$ cat config.mk
export PLATFORM = sky130hd
export DESIGN_NAME = decoder_4to16
export DESIGN_NICKNAME = d
export VERILOG_FILES = /design/src/rtl/decoder_4to16.sv
export SDC_FILE = /design/constraint.sdc
export NUM_CORES = 1
export LEC_CHECK = 0
export CAP_MARGIN = 10
export CELL_PAD_IN_SITES_DETAIL_PLACEMENT = 1
export CELL_PAD_IN_SITES_GLOBAL_PLACEMENT = 2
export CORE_MARGIN = 2
export CORE_UTILIZATION = 25
export CTS_CLUSTER_SIZE = 28
export DETAILED_ROUTE_END_ITERATION = 12
export PLACE_DENSITY_LB_ADDON = 0.1
export REMOVE_ABC_BUFFERS = 1
export SLEW_MARGIN = 20
export SYNTH_ARGS = -nofsm -noshare
export SYNTH_HDL_FRONTEND = slang
export SYNTH_SLANG_ARGS = --single-unit
$ cat constraint.sdc
create_clock -name clk -period 1.26 [get_ports clk]
set_input_delay 0.126 -clock clk [delete_from_list [all_inputs] [get_ports clk]]
set_output_delay 0.126 -clock clk [all_outputs]
set_load 0.01 [all_outputs]
$ cat src/rtl/decoder_4to16.sv
// 4-to-16 one-hot decoder with a combinational output and a registered copy.
// Optional select capture outputs enabled by defining DECODER_SEL_CAPTURE_EN.
module decoder_4to16 (
    input  logic        clk,
    input  logic        rst_n,
    input  logic [3:0]  in,
    output logic [15:0] enable,
    output logic [15:0] enable_q
`ifdef DECODER_SEL_CAPTURE_EN
    ,
    output logic [3:0]  sel_q,
    output logic        sel_valid_q
`endif
);

    logic [15:0] enable_d;

    // Explicit table so an unknown select falls to the all-zero default
    always_comb begin
        enable = 16'h0000;
        case (in)
            4'd0:    enable = 16'h0001;
            4'd1:    enable = 16'h0002;
            4'd2:    enable = 16'h0004;
            4'd3:    enable = 16'h0008;
            4'd4:    enable = 16'h0010;
            4'd5:    enable = 16'h0020;
            4'd6:    enable = 16'h0040;
            4'd7:    enable = 16'h0080;
            4'd8:    enable = 16'h0100;
            4'd9:    enable = 16'h0200;
            4'd10:   enable = 16'h0400;
            4'd11:   enable = 16'h0800;
            4'd12:   enable = 16'h1000;
            4'd13:   enable = 16'h2000;
            4'd14:   enable = 16'h4000;
            4'd15:   enable = 16'h8000;
            default: enable = 16'h0000;
        endcase
    end

    always_comb begin
        enable_d = enable;
    end

    always_ff @(posedge clk or negedge rst_n) begin
        if (!rst_n) begin
            enable_q <= 16'h0000;
        end else begin
            enable_q <= enable_d;
        end
    end

`ifdef DECODER_SEL_CAPTURE_EN
    logic [3:0] sel_d;
    logic       sel_valid_d;

    always_comb begin
        sel_d       = in;
        sel_valid_d = |enable;
    end

    always_ff @(posedge clk or negedge rst_n) begin
        if (!rst_n) begin
            sel_q       <= 4'h0;
            sel_valid_q <= 1'b0;
        end else begin
            sel_q       <= sel_d;
            sel_valid_q <= sel_valid_d;
        end
    end
`endif

endmodule

==> results of run 1 <==
[metal layers]
layer	routed length (um)	up-vias	part of all wire [%]	GRT usage, %
li1	-	242	-	-
met1	797	255	45	15.3
met2	865	20	48	18.3
met3	74	5	4.1	1.40
met4	50	0	2.8	7.14
met5	0	-	0	0
[what timing repair did]
action	in CTS	in global routing
setup buffers	2	0
gates cloned	3	0
pin swaps	3	1
endpoints found under the setup margin	32	7
gates resized for setup	84	3
[through the flow]
step | instances | worst slack [ns] | power [uW]
floorplan | 32 | 0.609 | 583
global placement | 109 | -0.504 | 727
detailed placement | 109 | -0.512 | 732
CTS | 118 | 0.00400 | 1090
global route | 118 | 0.0662 | 1120
finish | 118 | 0.0991 | 1080
[synth_stat cells (all sizes together)]
master	instances
and4b	4
nor4b	4
buf	4
nor4	1
and4bb	6
dfrtp	16
and4	1
[final timing paths]
kind / startpoint / cells after the start / slack [ns] / to
worst max-delay path: in[3] / 4 / 0.1 / enable[5]
max in group asynchronous: rst_n / 2 / 0.94 / enable_q[5]
worst min-delay path: rst_n / 2 / 0.14 / enable_q[9]
min in group clk: in[2] / 3 / 0.24 / enable_q[4]
[final cells by class]
cell class | instances | area, sq um
clock buffer | 4 | 36.3
fill | 269 | 1280
multi-input combinational | 16 | 240
sequential | 16 | 400
tap | 30 | 37.5
timing repair buffer | 52 | 524
[logic make-up (layout without fill, tap and decap cells)]
group | count (synthesis) | count (layout)
buffers and inverters | 4 | 56
and+or+nand+nor | 16 | 16
DFF | 16 | 16
[worst max-delay path: cells and delay by family]
family / cells / cell delay, ns
buf+inv: 3 / 0.62
simple gates: 1 / 0.29
[where the power goes]
part / total (uW) / switching, uW / leakage, uW / internal [uW]
Combinational: 213 / 89.0 / 0.000455 / 123
Sequential: 529 / 2.75 / 0.000220 / 526
Clock: 340 / 164 / 0.0000210 / 176
Total: 1080 / 255 / 0.000696 / 825
==> results_dict.tcl, run 1 <==
set metrics [dict create \
    outcome "finished clean" \
    post-dp-hpwl_um 1220 \
    yosys_warnings 0 \
    ys_ff_latch 16 \
    largest-register "enable_q" \
    path_max_fanout 8 \
    largest_reg_flops 16 \
    max_freq_mhz 861 \
    die-width_um 56.0 \
    cts_made_buffers 3 \
    grt_pass1_wl_um 2790 \
    ys_seq_area_share_pct 59.1 \
    relSlewSlack_pct 85.3 \
    power.density_nw_per_um2 872 \
    dr.pass1.iters 3 \
    critPathSlowestCell "and4bb_2" \
    antenna_cells 0 \
    postLayoutCellArea_sq_um 1240 \
    whs_ns 0.145 \
    rows 18 \
    worstPathRequired_ns 1.13 \
    startpoint_type "input pin" \
    cts_root_buffer "clkbuf_4" \
    synth.distinct_cells 8 \
    cts_tree "yes" \
    critical_path_class "input pin to primary output" \
    cp_cell_sequence "dlygate4sd2_1 > buf_6 > and4bb_2 > clkdlybuf4s15_2" \
    die_h_um 56.0 \
    setup-violations-final 0 \
    final_common_cell "dlygate4sd2_1" \
    reg.largest.list "enable_q (16)" \
    drcViolationCount 0 \
    synth_fa_ha_area_share_pct 0 \
    synthXorXnorAreaFrac_pct 0 \
    nets 95 \
    synth_top_family_by_area "simple AND/OR/NAND/NOR gates" \
    grt_max_degree 17 \
    routabilityCongestion 0.683 \
    grt_pass1_vias 527 \
    top_level_ports 38 \
    placed_area_sq_um 1150 \
    syn2layout_area_growth_pct 83.0 \
    grt_usage_pct 11.7 \
    dieArea_sq_um 3140 \
    hold_violations 0 \
    utilization_pct 49.1 \
    core_area_sq_um 2520 \
    worstMarginPinSlew_ns 0.219 \
    max_stage_delay_ns 0.29 \
    port_buffers 37 \
    fin_tns_setup_ns 0 \
    hold_buffers 0 \
    cts.path.max_buffers 2 \
    viasPerCell 4.42 \
    end_kind "primary output" \
    start_util_pct 26.8 \
    drt-total-wl_um 1790 \
    post_route_cells_drive_above_1_share_pct 51.1 \
    grt_overflow 0 \
    vdd.ir_drop.worst_mv 0.449 \
    fin_crit_ns 1.16 \
    synth_top_area_cell "dfrtp_1" \
    cts.sinks 16 \
    min_path_type "input pin to async pin" \
    slew_viol_final 0 \
    antenna_found_initial 0 \
    clkTransAtPathRegs_ns 0.09 \
    post-route-period-util_pct 92.1 \
    syn_inst 36 \
    p_leak_uw 0.000696 \
    drtAntennaViolNets 0 \
    synthMuxAreaShare_pct 0 \
    rsz0062_at_grt "false" \
    drt_iter0_markers 4 \
    mostFrequentLayoutCells "dlygate4sd2_1 (17), dfrtp_1 (16), buf_2 (10)" \
    synth_compound_area_share_pct 0 \
    h-tree-depth 1 \
    synth_area_sq_um 677 \
    cap_violations 0 \
    wire_per_inst_um 15.2 \
    avgSynthCellArea_sq_um 18.8 \
    synth_top_area_share_pct 59.1 \
    vias 522 \
    synth_area_leaders "dfrtp_1 (59%), nor4b_4 (14%), and4bb_1 (7.4%), buf_6 (6.7%), and4b_1 (5.9%)" \
    yosys.area_share.simple_pct 34.2 \
    arrival_ns 1.03 \
]
Note: power is estimated with default switching activity, not from simulation.
==> inputs of run 2 (changes only) <==
CORE_UTILIZATION = 23   (was 25)
clock period = 1.2 ns   (was 1.26 ns; I/O delays follow)
==> results_dict.tcl, run 2 (synthesized netlist as in run 1, its figures left out) <==
set metrics [dict create \
    outcome "finished clean" \
    cp_cell_sequence "dlygate4sd2_1 > buf_6 > and4bb_1 > clkdlybuf4s15_2" \
    cts.path.max_buffers 2 \
    fin_crit_ns 1.18 \
    nets 96 \
    grt_max_degree 17 \
    max_stage_delay_ns 0.28 \
    critPathSlowestCell "and4bb_1" \
    seq_area_sq_um 400 \
    end_kind "primary output" \
    slew_viol_final 0 \
    cts_root_buffer "clkbuf_4" \
    cts.sinks 16 \
    largest-register "enable_q" \
    dieArea_sq_um 3390 \
    wire_per_inst_um 13.6 \
    startpoint_type "input pin" \
    p_sw_uw 267 \
    port_buffers 37 \
    min_path_type "input pin to async pin" \
    core_area_sq_um 2780 \
    drt_iter0_markers 16 \
    nFillCells 296 \
    mostFrequentLayoutCells "dlygate4sd2_1 (19), dfrtp_1 (16), buf_2 (10)" \
    h-tree-depth 1 \
    antenna_found_initial 0 \
    path_buf_inv 3 \
    drt-total-wl_um 1630 \
    reg.largest.list "enable_q (16)" \
    cts_tree "yes" \
    cpLargestDelayFamily "buffers and inverters" \
    placed_area_sq_um 1140 \
    post-route-period-util_pct 98.3 \
    vdd.ir_drop.worst_mv 0.475 \
    vias 523 \
    pwr-share-seq_pct 50.2 \
    p_leak_uw 0.000667 \
    rsz0062_at_grt "false" \
    clock_power_share_pct 32.3 \
    grt_pass1_wl_um 2770 \
    relSlewSlack_pct 84.8 \
    hold_violations 0 \
    die-width_um 58.3 \
    use_met1_pct 15.0 \
    top_usage_layer "met2" \
    grt_overflow 0 \
    utilization_pct 42.1 \
    gr-usage-met2_pct 16.1 \
    grt_usage_pct 11.0 \
    cap_violations 0 \
    final_common_cell "dlygate4sd2_1" \
    combPwrFrac_pct 17.5 \
    worstMarginPinSlew_ns 0.227 \
    crit_cells 4 \
    critical_path_class "input pin to primary output" \
    antenna_cells 0 \
    multi_input_area_sq_um 240 \
    routabilityCongestion 0.604 \
    drtAntennaViolNets 0 \
    dr.pass1.iters 3 \
    start_util_pct 24.3 \
    viasPerCell 4.36 \
    path_max_fanout 8 \
    post_route_cells_drive_above_1_share_pct 48.3 \
    arrival_ns 1.06 \
    rows 19 \
    setup-violations-final 0 \
    grt_pass1_vias 542 \
    postLayoutCellArea_sq_um 1170 \
    syn2layout_area_growth_pct 72.8 \
    max_freq_mhz 848 \
    die_h_um 58.3 \
    worstPathRequired_ns 1.08 \
    clkTransAtPathRegs_ns 0.10 \
    whs_ns 0.149 \
    top_level_ports 38 \
    swShare_pct 24.2 \
    post-dp-hpwl_um 1200 \
    hold_buffers 0 \
    globalRouteMet3Util_pct 3.13 \
    largest_reg_flops 16 \
    power.density_nw_per_um2 944 \
    intPower_uw 838 \
    cts_made_buffers 3 \
    drcViolationCount 0 \
]
## run 2: cell types whose count changed in the layout (fill, tap and decap cells not counted)
cell	before	now
dlygate4sd2_1	17	19
buf_6	2	6
clkdlybuf4s15_2	6	2
buf_12	3	1
buf_16	0	1
bufbuf_16	3	0
buf_4	7	8
clkbuf_2	3	4
clkdlybuf4s15_1	0	1
## run 2: per-layer routing
metal	vias up	part of all wire [%]
li1	246	-
met1	254	45
met2	23	47
met3	0	7.6
met4	0	0
met5	-	0
## run 2: area by class of cell
cell class / count / area share, %
tap: 31 / 3.32
clock buffer: 4 / 3.10
multi-input combinational: 16 / 20.5
timing repair buffer: 53 / 38.8
sequential: 16 / 34.2
## run 2: path summary, 6_finish.rpt
kind                       start          end  slack, ns
worst max-delay path       in[0]   enable[12]       0.02
worst min-delay path       rst_n  enable_q[7]       0.15
max in group asynchronous  rst_n  enable_q[6]       0.86
min in group clk           in[3]  enable_q[0]       0.31
## run 2: through the flow
stage	setup TNS, ns	total power [uW]	instances	worst slack (ns)
after floorplan	0	612	32	0.555
after global placement	-8.11	757	111	-0.533
after detailed placement	-8.15	761	111	-0.559
after CTS	0	1130	117	0.00142
after global routing	0	1170	120	0.00176
final	0	1100	120	0.0209
## run 2: power by group through the flow
stage | registers (uW) | logic, uW | clock network, uW
2_1_floorplan | 574 | 37.8 | 0
3_3_place_gp | 566 | 191 | 0
3_5_place_dp | 567 | 195 | 0
4_1_cts | 555 | 199 | 375
5_1_grt | 557 | 209 | 407
6_report | 555 | 193 | 357
## run 2: repair_timing
action                     4_1_cts  5_1_grt
pin swaps                        4        6
gates resized for setup         77       10
setup buffers                    1        3
setup endpoints to repair       32       14
gates cloned                     1        0
==> inputs of run 3 (changes only) <==
CORE_ASPECT_RATIO = 1.5   (was unset)
==> results_dict.tcl, run 3 (synthesized netlist as in run 1, its figures left out) <==
set metrics [dict create \
    outcome "finished clean" \
    port_buffers 37 \
    fin_crit_ns 1.17 \
    drtAntennaViolNets 0 \
    hold_violations 0 \
    totalPowerFinal_uw 1140 \
    clkTransAtPathRegs_ns 0.06 \
    pwr-share-seq_pct 48.9 \
    postLayoutCellArea_sq_um 1210 \
    grt_usage_pct 11.6 \
    grt_pass1_vias 609 \
    h-tree-depth 1 \
    worstMarginPinSlew_ns 0.215 \
    final_common_cell "dlygate4sd2_1" \
    mostFrequentLayoutCells "dlygate4sd2_1 (20), dfrtp_1 (16), buf_4 (13)" \
    rows 24 \
    core_area_sq_um 2850 \
    p_sw_uw 263 \
    pre_cts_slack_ns -0.568 \
    top_level_ports 38 \
    rsz0062_at_grt "false" \
    power.density_nw_per_um2 937 \
    p_leak_uw 0.000683 \
    hold_buffers 0 \
    drt_iter0_markers 1 \
    min_path_type "input pin to async pin" \
    drt-total-wl_um 1750 \
    slew_viol_final 0 \
    die-width_um 48.3 \
    setup-violations-final 0 \
    combPwrFrac_pct 16.8 \
    post_route_cells_drive_above_1_share_pct 49.5 \
    relSlewSlack_pct 85.5 \
    largest-register "enable_q" \
    reg.largest.list "enable_q (16)" \
    worstPathRequired_ns 1.08 \
    syn2layout_area_growth_pct 79.3 \
    grt_overflow 0 \
    arrival_ns 1.05 \
    post-dp-hpwl_um 1310 \
    vias 547 \
    grt_max_degree 17 \
    cts_root_buffer "clkbuf_8" \
    routabilityCongestion 0.682 \
    utilization_pct 42.5 \
    whs_ns 0.200 \
    critical_path_class "input pin to primary output" \
    viasPerCell 4.14 \
    startpoint_type "input pin" \
    cts.path.max_buffers 2 \
    largest_reg_flops 16 \
    dieArea_sq_um 3400 \
    wire_per_inst_um 13.3 \
    cap_violations 0 \
    antenna_cells 0 \
    cts.sinks 16 \
    max_freq_mhz 858 \
    intPower_uw 874 \
    end_kind "primary output" \
    antenna_found_initial 0 \
    start_util_pct 23.7 \
    setup_ws_ns 0.0347 \
    drcViolationCount 0 \
    grt_pass1_wl_um 2850 \
    clock_power_share_pct 34.3 \
    path_max_fanout 8 \
    vdd.ir_drop.worst_mv 0.397 \
    cts_made_buffers 3 \
    cts_tree "yes" \
    dr.pass1.iters 2 \
    swShare_pct 23.1 \
    placed_area_sq_um 1170 \
    nets 101 \
    die_h_um 70.4 \
    post-route-period-util_pct 97.1 \
]
[run 3: changes by cell type in the layout (fill, tap and decap cells not counted), sizes merged]
cell	delta
buf	+6
clkbuf	-5
clkdlybuf4s15	+2
dlygate4sd2	+1
[run 3: per-layer routing]
metal | GRT usage [%] | up-vias | wire length, um
met2 | 19.9 | 27 | 954
met3 | 2.84 | 0 | 140
met1 | 12.8 | 267 | 655
met4 | 4.50 | 0 | 0
met5 | 0 | - | 0
li1 | - | 253 | -
[run 3: cell type report]
| type | count | area [sq um] |
|---|---|---|
| tap | 39 | 48.8 |
| fill | 321 | 1640 |
| clock buffer | 3 | 41.3 |
| timing repair buffer | 58 | 483 |
| sequential | 16 | 400 |
| multi-input combinational | 16 | 240 |
[run 3: worst max path at each step]
stage	startpoint	to	slack, ns
floorplan	in[3]	enable_q[0]	0.56
global placement	in[3]	enable[2]	-0.53
finish	in[0]	enable[14]	0.03
CTS	in[0]	enable[6]	0.01
global route	in[2]	enable[11]	0.002
detailed placement	in[3]	enable[0]	-0.57
[run 3: per-stage QoR]
step	TNS, ns	std cells
4_1_cts	0	129
6_report	0	132
5_1_grt	0	132
3_3_place_gp	-8.23	124
2_1_floorplan	0	32
3_5_place_dp	-8.40	124
[run 3: repair_timing]
action | 4_1_cts | 5_1_grt
resized for setup | 81 | 6
setup endpoints to repair | 32 | 7
gates cloned | 0 | 0
pin swaps | 2 | 4
buffers inserted | 2 | 3
[run 3: worst max-delay path: stages]
cell	delay (ns)
dlygate4sd2_1	0.26
buf_6	0.14
and4b_1	0.28
clkdlybuf4s15_2	0.24
[run 3: power groups by stage]
| stage | Clock [uW] | Sequential, uW | Combinational, uW |
|---|---|---|---|
| 2_1_floorplan | 0 | 574 | 37.8 |
| 3_3_place_gp | 0 | 566 | 192 |
| 3_5_place_dp | 0 | 567 | 196 |
| 4_1_cts | 406 | 556 | 194 |
| 5_1_grt | 436 | 557 | 208 |
| 6_report | 390 | 556 | 191 |
